<file path="src/rtl/tpu_job_sequencer_if.sv">
// ---------------------------------------------------------------------------
// tpu_job_sequencer_if
// Bundles the buffer-memory handshakes and the TPU MMIO port driven by the
// job sequencer.
//   master : sequencer side (drives requests and TPU commands)
//   slave  : memory / TPU side (drives grants, read data, TPU read data)
// Signals:
//   mem_rd_req/addr, mem_rd_gnt, mem_rd_valid, mem_rd_data : source reads
//   mem_wr_req/addr/data, mem_wr_gnt                       : destination writes
//   tpu_r_w, tpu_addr, tpu_dataIn, tpu_dataOut             : TPU port
// ---------------------------------------------------------------------------
interface tpu_job_sequencer_if #(
    parameter int DATAW = 64,
    parameter int ADDRW = 16,
    parameter int MEMW  = 32
);
    logic             mem_rd_req;
    logic [MEMW-1:0]  mem_rd_addr;
    logic             mem_rd_gnt;
    logic             mem_rd_valid;
    logic [DATAW-1:0] mem_rd_data;

    logic             mem_wr_req;
    logic [MEMW-1:0]  mem_wr_addr;
    logic [DATAW-1:0] mem_wr_data;
    logic             mem_wr_gnt;

    logic             tpu_r_w;
    logic [ADDRW-1:0] tpu_addr;
    logic [DATAW-1:0] tpu_dataIn;
    logic [DATAW-1:0] tpu_dataOut;

    modport master (
        output mem_rd_req, mem_rd_addr,
        input  mem_rd_gnt, mem_rd_valid, mem_rd_data,
        output mem_wr_req, mem_wr_addr, mem_wr_data,
        input  mem_wr_gnt,
        output tpu_r_w, tpu_addr, tpu_dataIn,
        input  tpu_dataOut
    );

    modport slave (
        input  mem_rd_req, mem_rd_addr,
        output mem_rd_gnt, mem_rd_valid, mem_rd_data,
        input  mem_wr_req, mem_wr_addr, mem_wr_data,
        output mem_wr_gnt,
        input  tpu_r_w, tpu_addr, tpu_dataIn,
        output tpu_dataOut
    );
endinterface

</file>
<file path="src/rtl/tpu_job_sequencer.sv">
// ---------------------------------------------------------------------------
// tpu_job_sequencer
// Runs one 8x8 matmul job on the TPU per go pulse: fetch A and B from the
// source buffer, load them into the TPU, optionally clear C, start the
// matmul, wait, then read C back and store it to the destination buffer.
// Ports:
//   clk, rst_n             : clock, synchronous active-low reset
//   go_i, acc_i            : start pulse, accumulate select (sampled in IDLE)
//   src_base_i, dst_base_i : buffer word base addresses (sampled with go_i)
//   busy_o, done_o         : job in progress, single-cycle completion pulse
//   bus                    : memory handshakes and TPU port (master side)
//
// state      | meaning
// -----------+---------------------------------------------------------------
// S_IDLE     | waiting for go
// S_RD_REQ   | source read request held until grant
// S_RD_WAIT  | waiting for read data of word idx
// S_LOAD     | one TPU write of the fetched word (A row idx or B push)
// S_CLRC     | TPU write of zero to C half idx (acc = 0 only)
// S_MMSTART  | TPU write to the matmul start address
// S_MMWAIT   | TPU idle while the matmul completes
// S_C_RD     | TPU read of C half idx, data registered at cycle end
// S_WR_REQ   | destination write held until grant
// S_DONE     | done pulse
// ---------------------------------------------------------------------------
module tpu_job_sequencer #(
    parameter int DATAW   = 64,
    parameter int ADDRW   = 16,
    parameter int MEMW    = 32,
    parameter int MM_WAIT = 32
) (
    input  logic            clk,
    input  logic            rst_n,
    input  logic            go_i,
    input  logic            acc_i,
    input  logic [MEMW-1:0] src_base_i,
    input  logic [MEMW-1:0] dst_base_i,
    output logic            busy_o,
    output logic            done_o,
    tpu_job_sequencer_if.master bus
);

    localparam int WAITW = $clog2(MM_WAIT + 1);

    typedef enum logic [3:0] {
        S_IDLE, S_RD_REQ, S_RD_WAIT, S_LOAD, S_CLRC,
        S_MMSTART, S_MMWAIT, S_C_RD, S_WR_REQ, S_DONE
    } state_t;

    state_t           state_q, state_d;
    logic [3:0]       idx_q, idx_d;
    logic             acc_q, acc_d;
    logic [MEMW-1:0]  src_q, src_d;
    logic [MEMW-1:0]  dst_q, dst_d;
    logic [DATAW-1:0] rd_buf_q, rd_buf_d;
    logic [DATAW-1:0] c_buf_q, c_buf_d;
    logic [WAITW-1:0] wait_q, wait_d;

    logic             busy_q, busy_d;
    logic             done_q, done_d;
    logic             rd_req_q, rd_req_d;
    logic [MEMW-1:0]  rd_addr_q, rd_addr_d;
    logic             wr_req_q, wr_req_d;
    logic [MEMW-1:0]  wr_addr_q, wr_addr_d;
    logic [DATAW-1:0] wr_data_q, wr_data_d;
    logic             tpu_rw_q, tpu_rw_d;
    logic [ADDRW-1:0] tpu_addr_q, tpu_addr_d;
    logic [DATAW-1:0] tpu_din_q, tpu_din_d;

    always_ff @(posedge clk) begin
        if (!rst_n) begin
            state_q    <= S_IDLE;
            idx_q      <= '0;
            acc_q      <= 1'b0;
            src_q      <= '0;
            dst_q      <= '0;
            rd_buf_q   <= '0;
            c_buf_q    <= '0;
            wait_q     <= '0;
            busy_q     <= 1'b0;
            done_q     <= 1'b0;
            rd_req_q   <= 1'b0;
            rd_addr_q  <= '0;
            wr_req_q   <= 1'b0;
            wr_addr_q  <= '0;
            wr_data_q  <= '0;
            tpu_rw_q   <= 1'b0;
            tpu_addr_q <= '0;
            tpu_din_q  <= '0;
        end else begin
            state_q    <= state_d;
            idx_q      <= idx_d;
            acc_q      <= acc_d;
            src_q      <= src_d;
            dst_q      <= dst_d;
            rd_buf_q   <= rd_buf_d;
            c_buf_q    <= c_buf_d;
            wait_q     <= wait_d;
            busy_q     <= busy_d;
            done_q     <= done_d;
            rd_req_q   <= rd_req_d;
            rd_addr_q  <= rd_addr_d;
            wr_req_q   <= wr_req_d;
            wr_addr_q  <= wr_addr_d;
            wr_data_q  <= wr_data_d;
            tpu_rw_q   <= tpu_rw_d;
            tpu_addr_q <= tpu_addr_d;
            tpu_din_q  <= tpu_din_d;
        end
    end

    always_comb begin
        state_d  = state_q;
        idx_d    = idx_q;
        acc_d    = acc_q;
        src_d    = src_q;
        dst_d    = dst_q;
        rd_buf_d = rd_buf_q;
        c_buf_d  = c_buf_q;
        wait_d   = wait_q;

        case (state_q)
            S_IDLE: begin
                if (go_i) begin
                    acc_d   = acc_i;
                    src_d   = src_base_i;
                    dst_d   = dst_base_i;
                    idx_d   = '0;
                    state_d = S_RD_REQ;
                end
            end
            S_RD_REQ: begin
                if (bus.mem_rd_gnt) state_d = S_RD_WAIT;
            end
            S_RD_WAIT: begin
                if (bus.mem_rd_valid) begin
                    rd_buf_d = bus.mem_rd_data;
                    state_d  = S_LOAD;
                end
            end
            S_LOAD: begin
                if (idx_q == 4'd15) begin
                    idx_d   = '0;
                    state_d = acc_q ? S_MMSTART : S_CLRC;
                end else begin
                    idx_d   = idx_q + 4'd1;
                    state_d = S_RD_REQ;
                end
            end
            S_CLRC: begin
                if (idx_q == 4'd15) begin
                    idx_d   = '0;
                    state_d = S_MMSTART;
                end else begin
                    idx_d   = idx_q + 4'd1;
                end
            end
            S_MMSTART: begin
                wait_d  = WAITW'(MM_WAIT - 1);
                state_d = S_MMWAIT;
            end
            S_MMWAIT: begin
                if (wait_q == '0) begin
                    idx_d   = '0;
                    state_d = S_C_RD;
                end else begin
                    wait_d = wait_q - 1'b1;
                end
            end
            S_C_RD: begin
                // tpu_addr_q holds the C address this cycle, so dataOut is valid
                c_buf_d = bus.tpu_dataOut;
                state_d = S_WR_REQ;
            end
            S_WR_REQ: begin
                if (bus.mem_wr_gnt) begin
                    if (idx_q == 4'd15) begin
                        state_d = S_DONE;
                    end else begin
                        idx_d   = idx_q + 4'd1;
                        state_d = S_C_RD;
                    end
                end
            end
            S_DONE: begin
                state_d = S_IDLE;
            end
            default: begin
                state_d = S_IDLE;
            end
        endcase

        // Outputs are registered, so they are derived from the state being entered.
        busy_d     = 1'b0;
        done_d     = 1'b0;
        rd_req_d   = 1'b0;
        rd_addr_d  = '0;
        wr_req_d   = 1'b0;
        wr_addr_d  = '0;
        wr_data_d  = '0;
        tpu_rw_d   = 1'b0;
        tpu_addr_d = '0;
        tpu_din_d  = '0;

        busy_d = (state_d != S_IDLE) && (state_d != S_DONE);

        case (state_d)
            S_RD_REQ: begin
                rd_req_d  = 1'b1;
                rd_addr_d = src_d + MEMW'(idx_d);
            end
            S_LOAD: begin
                tpu_rw_d   = 1'b1;
                tpu_addr_d = idx_d[3] ? ADDRW'(12'h200)
                                      : ADDRW'(12'h100 + {6'd0, idx_d[2:0], 3'd0});
                tpu_din_d  = rd_buf_d;
            end
            S_CLRC: begin
                // idx = 2r + h, so (r<<4 | h<<3) == idx<<3
                tpu_rw_d   = 1'b1;
                tpu_addr_d = ADDRW'(12'h300 + {5'd0, idx_d, 3'd0});
            end
            S_MMSTART: begin
                tpu_rw_d   = 1'b1;
                tpu_addr_d = ADDRW'(12'h400);
            end
            S_C_RD: begin
                tpu_addr_d = ADDRW'(12'h300 + {5'd0, idx_d, 3'd0});
            end
            S_WR_REQ: begin
                wr_req_d  = 1'b1;
                wr_addr_d = dst_d + MEMW'(idx_d);
                wr_data_d = c_buf_d;
            end
            S_DONE: begin
                done_d = 1'b1;
            end
            default: begin
            end
        endcase
    end

    assign busy_o          = busy_q;
    assign done_o          = done_q;
    assign bus.mem_rd_req  = rd_req_q;
    assign bus.mem_rd_addr = rd_addr_q;
    assign bus.mem_wr_req  = wr_req_q;
    assign bus.mem_wr_addr = wr_addr_q;
    assign bus.mem_wr_data = wr_data_q;
    assign bus.tpu_r_w     = tpu_rw_q;
    assign bus.tpu_addr    = tpu_addr_q;
    assign bus.tpu_dataIn  = tpu_din_q;

endmodule
</file>
<file path="src/flat_wrapper.sv">
// flat-port wrapper written by rule: the top's interface ports become plain ports
module tpu_job_sequencer_flat 
#(
    parameter int DATAW   = 64,
    parameter int ADDRW   = 16,
    parameter int MEMW    = 32,
    parameter int MM_WAIT = 32
)
  (clk, rst_n, go_i, acc_i, src_base_i, dst_base_i, busy_o, done_o, bus_mem_rd_req, bus_mem_rd_addr, bus_mem_rd_gnt, bus_mem_rd_valid, bus_mem_rd_data, bus_mem_wr_req, bus_mem_wr_addr, bus_mem_wr_data, bus_mem_wr_gnt, bus_tpu_r_w, bus_tpu_addr, bus_tpu_dataIn, bus_tpu_dataOut);
  tpu_job_sequencer_if #(.DATAW(DATAW), .ADDRW(ADDRW), .MEMW(MEMW)) bus_i ();
  input  logic clk;
  input  logic rst_n;
  input  logic go_i;
  input  logic acc_i;
  input  logic [MEMW-1:0] src_base_i;
  input  logic [MEMW-1:0] dst_base_i;
  output logic busy_o;
  output logic done_o;
  output wire logic [$bits(bus_i.mem_rd_req)-1:0] bus_mem_rd_req;
  output wire logic [$bits(bus_i.mem_rd_addr)-1:0] bus_mem_rd_addr;
  input wire logic [$bits(bus_i.mem_rd_gnt)-1:0] bus_mem_rd_gnt;
  input wire logic [$bits(bus_i.mem_rd_valid)-1:0] bus_mem_rd_valid;
  input wire logic [$bits(bus_i.mem_rd_data)-1:0] bus_mem_rd_data;
  output wire logic [$bits(bus_i.mem_wr_req)-1:0] bus_mem_wr_req;
  output wire logic [$bits(bus_i.mem_wr_addr)-1:0] bus_mem_wr_addr;
  output wire logic [$bits(bus_i.mem_wr_data)-1:0] bus_mem_wr_data;
  input wire logic [$bits(bus_i.mem_wr_gnt)-1:0] bus_mem_wr_gnt;
  output wire logic [$bits(bus_i.tpu_r_w)-1:0] bus_tpu_r_w;
  output wire logic [$bits(bus_i.tpu_addr)-1:0] bus_tpu_addr;
  output wire logic [$bits(bus_i.tpu_dataIn)-1:0] bus_tpu_dataIn;
  input wire logic [$bits(bus_i.tpu_dataOut)-1:0] bus_tpu_dataOut;
  assign bus_mem_rd_req = bus_i.mem_rd_req;
  assign bus_mem_rd_addr = bus_i.mem_rd_addr;
  assign bus_i.mem_rd_gnt = bus_mem_rd_gnt;
  assign bus_i.mem_rd_valid = bus_mem_rd_valid;
  assign bus_i.mem_rd_data = bus_mem_rd_data;
  assign bus_mem_wr_req = bus_i.mem_wr_req;
  assign bus_mem_wr_addr = bus_i.mem_wr_addr;
  assign bus_mem_wr_data = bus_i.mem_wr_data;
  assign bus_i.mem_wr_gnt = bus_mem_wr_gnt;
  assign bus_tpu_r_w = bus_i.tpu_r_w;
  assign bus_tpu_addr = bus_i.tpu_addr;
  assign bus_tpu_dataIn = bus_i.tpu_dataIn;
  assign bus_i.tpu_dataOut = bus_tpu_dataOut;
  tpu_job_sequencer #(.DATAW(DATAW), .ADDRW(ADDRW), .MEMW(MEMW), .MM_WAIT(MM_WAIT)) u_core (.clk(clk), .rst_n(rst_n), .go_i(go_i), .acc_i(acc_i), .src_base_i(src_base_i), .dst_base_i(dst_base_i), .busy_o(busy_o), .done_o(done_o), .bus(bus_i));
endmodule
</file>
<file path="config.mk">
export PLATFORM = sky130hd
export DESIGN_NAME = tpu_job_sequencer_flat
export DESIGN_NICKNAME = d
export VERILOG_FILES = /design/src/rtl/tpu_job_sequencer_if.sv /design/src/rtl/tpu_job_sequencer.sv /design/src/flat_wrapper.sv
export SDC_FILE = /design/constraint.sdc
export NUM_CORES = 1
export LEC_CHECK = 0
export ABC_AREA = 0
export ABC_CLOCK_PERIOD_IN_PS = 4200
export BUFFER_PORTS_ARGS = -buffer_cell sky130_fd_sc_hd__buf_2
export CORE_AREA = 2 2 124 247
export DETAILED_ROUTE_END_ITERATION = 10
export DIE_AREA = 0 0 126 249
export GPL_ROUTABILITY_DRIVEN = 0
export GPL_TIMING_DRIVEN = 0
export HOLD_SLACK_MARGIN = 0.03
export PLACE_DENSITY = 0.79
export SYNTH_ARGS = -nofsm -noshare
export SYNTH_HDL_FRONTEND = slang
export SYNTH_SLANG_ARGS = --single-unit
</file>
<file path="constraint.sdc">
create_clock -name clk -period 4.2 [get_ports clk]
set_clock_uncertainty 0.2 [all_clocks]
set_input_delay 0.42 -clock clk [delete_from_list [all_inputs] [get_ports clk]]
set_output_delay 0.42 -clock clk [all_outputs]
set_load 0.03 [all_outputs]
</file>
==> impl_results.md <==
- Status: finished clean
- All-Layer GR Usage: a little under 30%
- Setup WS pre-CTS: -1850 ps
- Final worst-path cycle share: 96.4%
- CP Cell Sequence: buf_6 -> or4_4 -> buf_6 -> nor2_4 -> buf_12 -> buf_4 -> buf_2 -> nand2_1 -> nand2_1 -> ha_1 -> o21ai_0 -> o21ai_2 -> o221ai_4 -> nor4_2 -> xor2_1 -> nor2_1
- Die H: 249 microns
- Met2 Use GR: 57.5%
- IO Count: 412
- Seq/Total Area, Yosys: 52.8%
- Layout cells sized above 1: 26.4%
- R2r worst-path depth: 16
- Max_cap viols: 0
- PwrDens: approximately 380 nW/um^2
- PortBufs: 402
- Setup crit end kind: register
- # H-tree levels: 1
- Iteration-0 DRC Markers: 665
- HP Class: in -> reg
- Detailed Routing Iterations Pass 1: 7
- Most common cell in the synthesized netlist: dfxtp_1
- Cells taking the most area after synthesis: dfxtp_1, mux2i_1, nor2_1
- RR Startpoint: u_core.state_q[2]$_SDFF_PN0_
- Grt met3 use: under 10%
- Setup crit start kind: register
- Dpl hpwl: around 33 mm
- Kind of critical path: reg -> reg
- Via/cell ratio: 5.33
- Worst VDD drop: 339 uV
- First-pass GRT wire length: between 70 and 80 mm
- Synthesized area: 13,200 sq um
- Unrepaired setup endpoints after global routing: yes
- Top Usage Layer GRT: met2
- Met1 track demand over resource: 27.7%
- Final WS setup: 149 ps
- Core area: 29,400 sq um
- Relative slew slack: 35.7%
- Initial Utilization: 44.7%
- # setup viols final: 0
- Fmax: 247 MHz
- Worst-skew pair later-pin latency: 560 ps
- Syn Area/Cell: slightly above 9 sq um
- Hold Slack: 83.4 ps
- Grt ovf: 0
- Lkg Pwr: 8.05 nW
- DRC viols: 0
- Distinct cells, synth: 68
- Reg2reg setup slack: 150 ps
- Top FF cell, synth: dfxtp_1
- CP required: 4420 ps
- CP Launch Point: u_core.state_q[2]$_SDFF_PN0_
- YS warnings: 0
- Synth top area share: 52.8%
- List of most frequent post-synthesis cells: dfxtp_1, nor2_1, nand2_1
- Clock-pin slew on the worst setup and hold paths: 70 ps
- Crit path arrival time: 4280 ps
- Tmin final: 4050 ps
- Multi-input gate area: 5890 sq um
- Vias in the first global route: between 10,000 and 15,000
- Cell with the largest stage delay on the worst path: or4_4
- Final core occ: 64.1%
- CP max FO: 10
- Post-synth EDFFs: 0
- Via count: 13,000
- Cells after Synth: 1,412
- Endpoints failing hold: 0
- WL/cell: 20.0 microns
- Total CTS buffers: 29
- Die area: between 30,000 and 40,000 sq um
- Area growth syn-to-layout: 43.2%
- FP Rows: 89
- Root buf cell: clkbuf_16
- FF+latch area: 6950 sq um
- Die width: 126 microns
- Crit-path max cell delay: between 500 and 600 ps
- Routed Antenna Nets: 0
- Drt total wl: approximately 50 mm
- Fill cells: 2,245
- Pin count of the biggest net entering global routing: 18
- Clk buf depth: 3
- Final-report max-slew violation count: 0
- #FFs+latches synth: 347
- Initial antenna violation count: 1
- Hold_sp: dst_base_i[15]
- Synth area leader: dfxtp_1
- CTS Sinks: 347
- Worst hold path stage count: 3
- Tightest Pin Transition: between 900 and 1000 ps
- CTS tree: done
- Asr flop ratio synth: 0%
- Nets@finish: between 2,000 and 2,500
## cells by family (layout without fill, tap and decap cells)
| kind of cell | Yosys count | count (layout) | synth area share, % |
|---|---|---|---|
| AOI/OAI and AO/OA | 128 | 128 | 6.55 |
| xor gates and xnor gates | 55 | 55 | 3.66 |
| adders and majority gates | 13 | 13 | 1.35 |
| buffers and inverters | 119 | 767 | 3.99 |
| DFF | 347 | 347 | 52.8 |
| muxes | 123 | 123 | 9.41 |
| other | 1 | 10 | 0.0285 |
| and+or+nand+nor | 626 | 626 | 22.2 |
## routing by layer
layer | share of wire (%) | up-vias | wire (microns)
li1 | - | 6041 | -
met1 | 33 | 6062 | 16000
met2 | 54 | 670 | 26200
met3 | 6.4 | 188 | 3100
met4 | 6.8 | 0 | 3310
met5 | 0 | - | 0
## area by class of cell
type                            instances  share of cell area [%]
Sequential cell                       347                    36.9
Antenna cell                            1                  0.0133
Clock buffer                           37                    4.23
Clock inverter                         15                    1.19
Multi-Input combinational cell        954                    31.3
Inverter                               21                   0.425
Tap cell                              364                    2.42
Buffer                                 95                    2.54
Timing Repair Buffer                  599                    21.0
## metrics by stage
| stage | setup TNS [ps] | instance area, sq um | total power, mW | cells |
|---|---|---|---|---|
| floorplan | 0 | 13200 | 3.86 | 1420 |
| global placement | -77300 | 15700 | 4.14 | 2186 |
| detailed placement | -80280 | 15700 | 4.15 | 2186 |
| CTS | 0 | 18700 | 7.17 | 2427 |
| global route | -72.1 | 18800 | 7.40 | 2433 |
| finish | 0 | 18800 | 7.18 | 2433 |
## worst max-delay path: cells and delay by family, from the launching register on
kind | cells | cell delay (ps)
buffers and inverters | 5 | 990
AOI/OAI and AO/OA | 3 | 750
adders and majority gates | 1 | 170
and+or+nand+nor | 6 | 1250
DFF | 1 | 350
xor gates and xnor gates | 1 | 190
## sequential cells by signal, summed over array words and instances (netlist names), 6 cells and up
name	flops
u_core.bus.tpu_addr	7
u_core.dst_q	32
u_core.bus.tpu_dataIn	64
u_core.bus.mem_wr_addr	32
u_core.wait_q	6
u_core.bus.mem_rd_addr	32
u_core.c_buf_q	64
u_core.bus.mem_wr_data	64
u_core.src_q	32
## path summary, 6_finish.rpt
| kind | end |
|---|---|
| hold / removal | u_core.dst_q[15]$_SDFF_PN0_ |
| hold reg to reg | u_core.src_q[2]$_SDFF_PN0_ |
| setup reg to reg | u_core.bus.mem_wr_addr[25]$_SDFF_PN0_ |
| setup / recovery | u_core.bus.mem_wr_addr[25]$_SDFF_PN0_ |
## report_power, final
| part | total (mW) | internal (mW) | switching, mW |
|---|---|---|---|
| sequential | 3.40 | 3.36 | 0.0394 |
| clock | 2.92 | 1.65 | 1.26 |
| combinational | 0.871 | 0.378 | 0.493 |
| total | 7.18 | 5.39 | 1.80 |
## cells in the final DEF (no fill, tap or decap), types with 6 or more instances in the layout
master and count:
a21oi_1 37, ha_1 9, and2_1 12, a211oi_1 11, o211ai_1 6, dlygate4sd3_1 186
and3_1 16, nand3_1 29, xor2_1 27, and4_1 6, nor2_1 259, o21ai_0 15
clkbuf_16 29, buf_2 410, buf_1 12, inv_1 17, clkbuf_1 60, mux2i_1 117
nor4_1 10, xnor2_1 28, nor2b_1 7, nand3b_1 6, dfxtp_1 345, a21o_1 8
buf_4 22, conb_1 9, nand2_1 130, nor3_1 86, nand4_1 16
## repair_timing
action / 4_1_cts / 5_1_grt
pin swaps: 3 / 8
resized for setup: 36 / 29
endpoints found under the setup margin: 58 / 40
hold buffers: 186 / 0
buffers inserted: 6 / 5
endpoints found under the hold margin: 256 / 0
(Power assumes the default switching activity.)
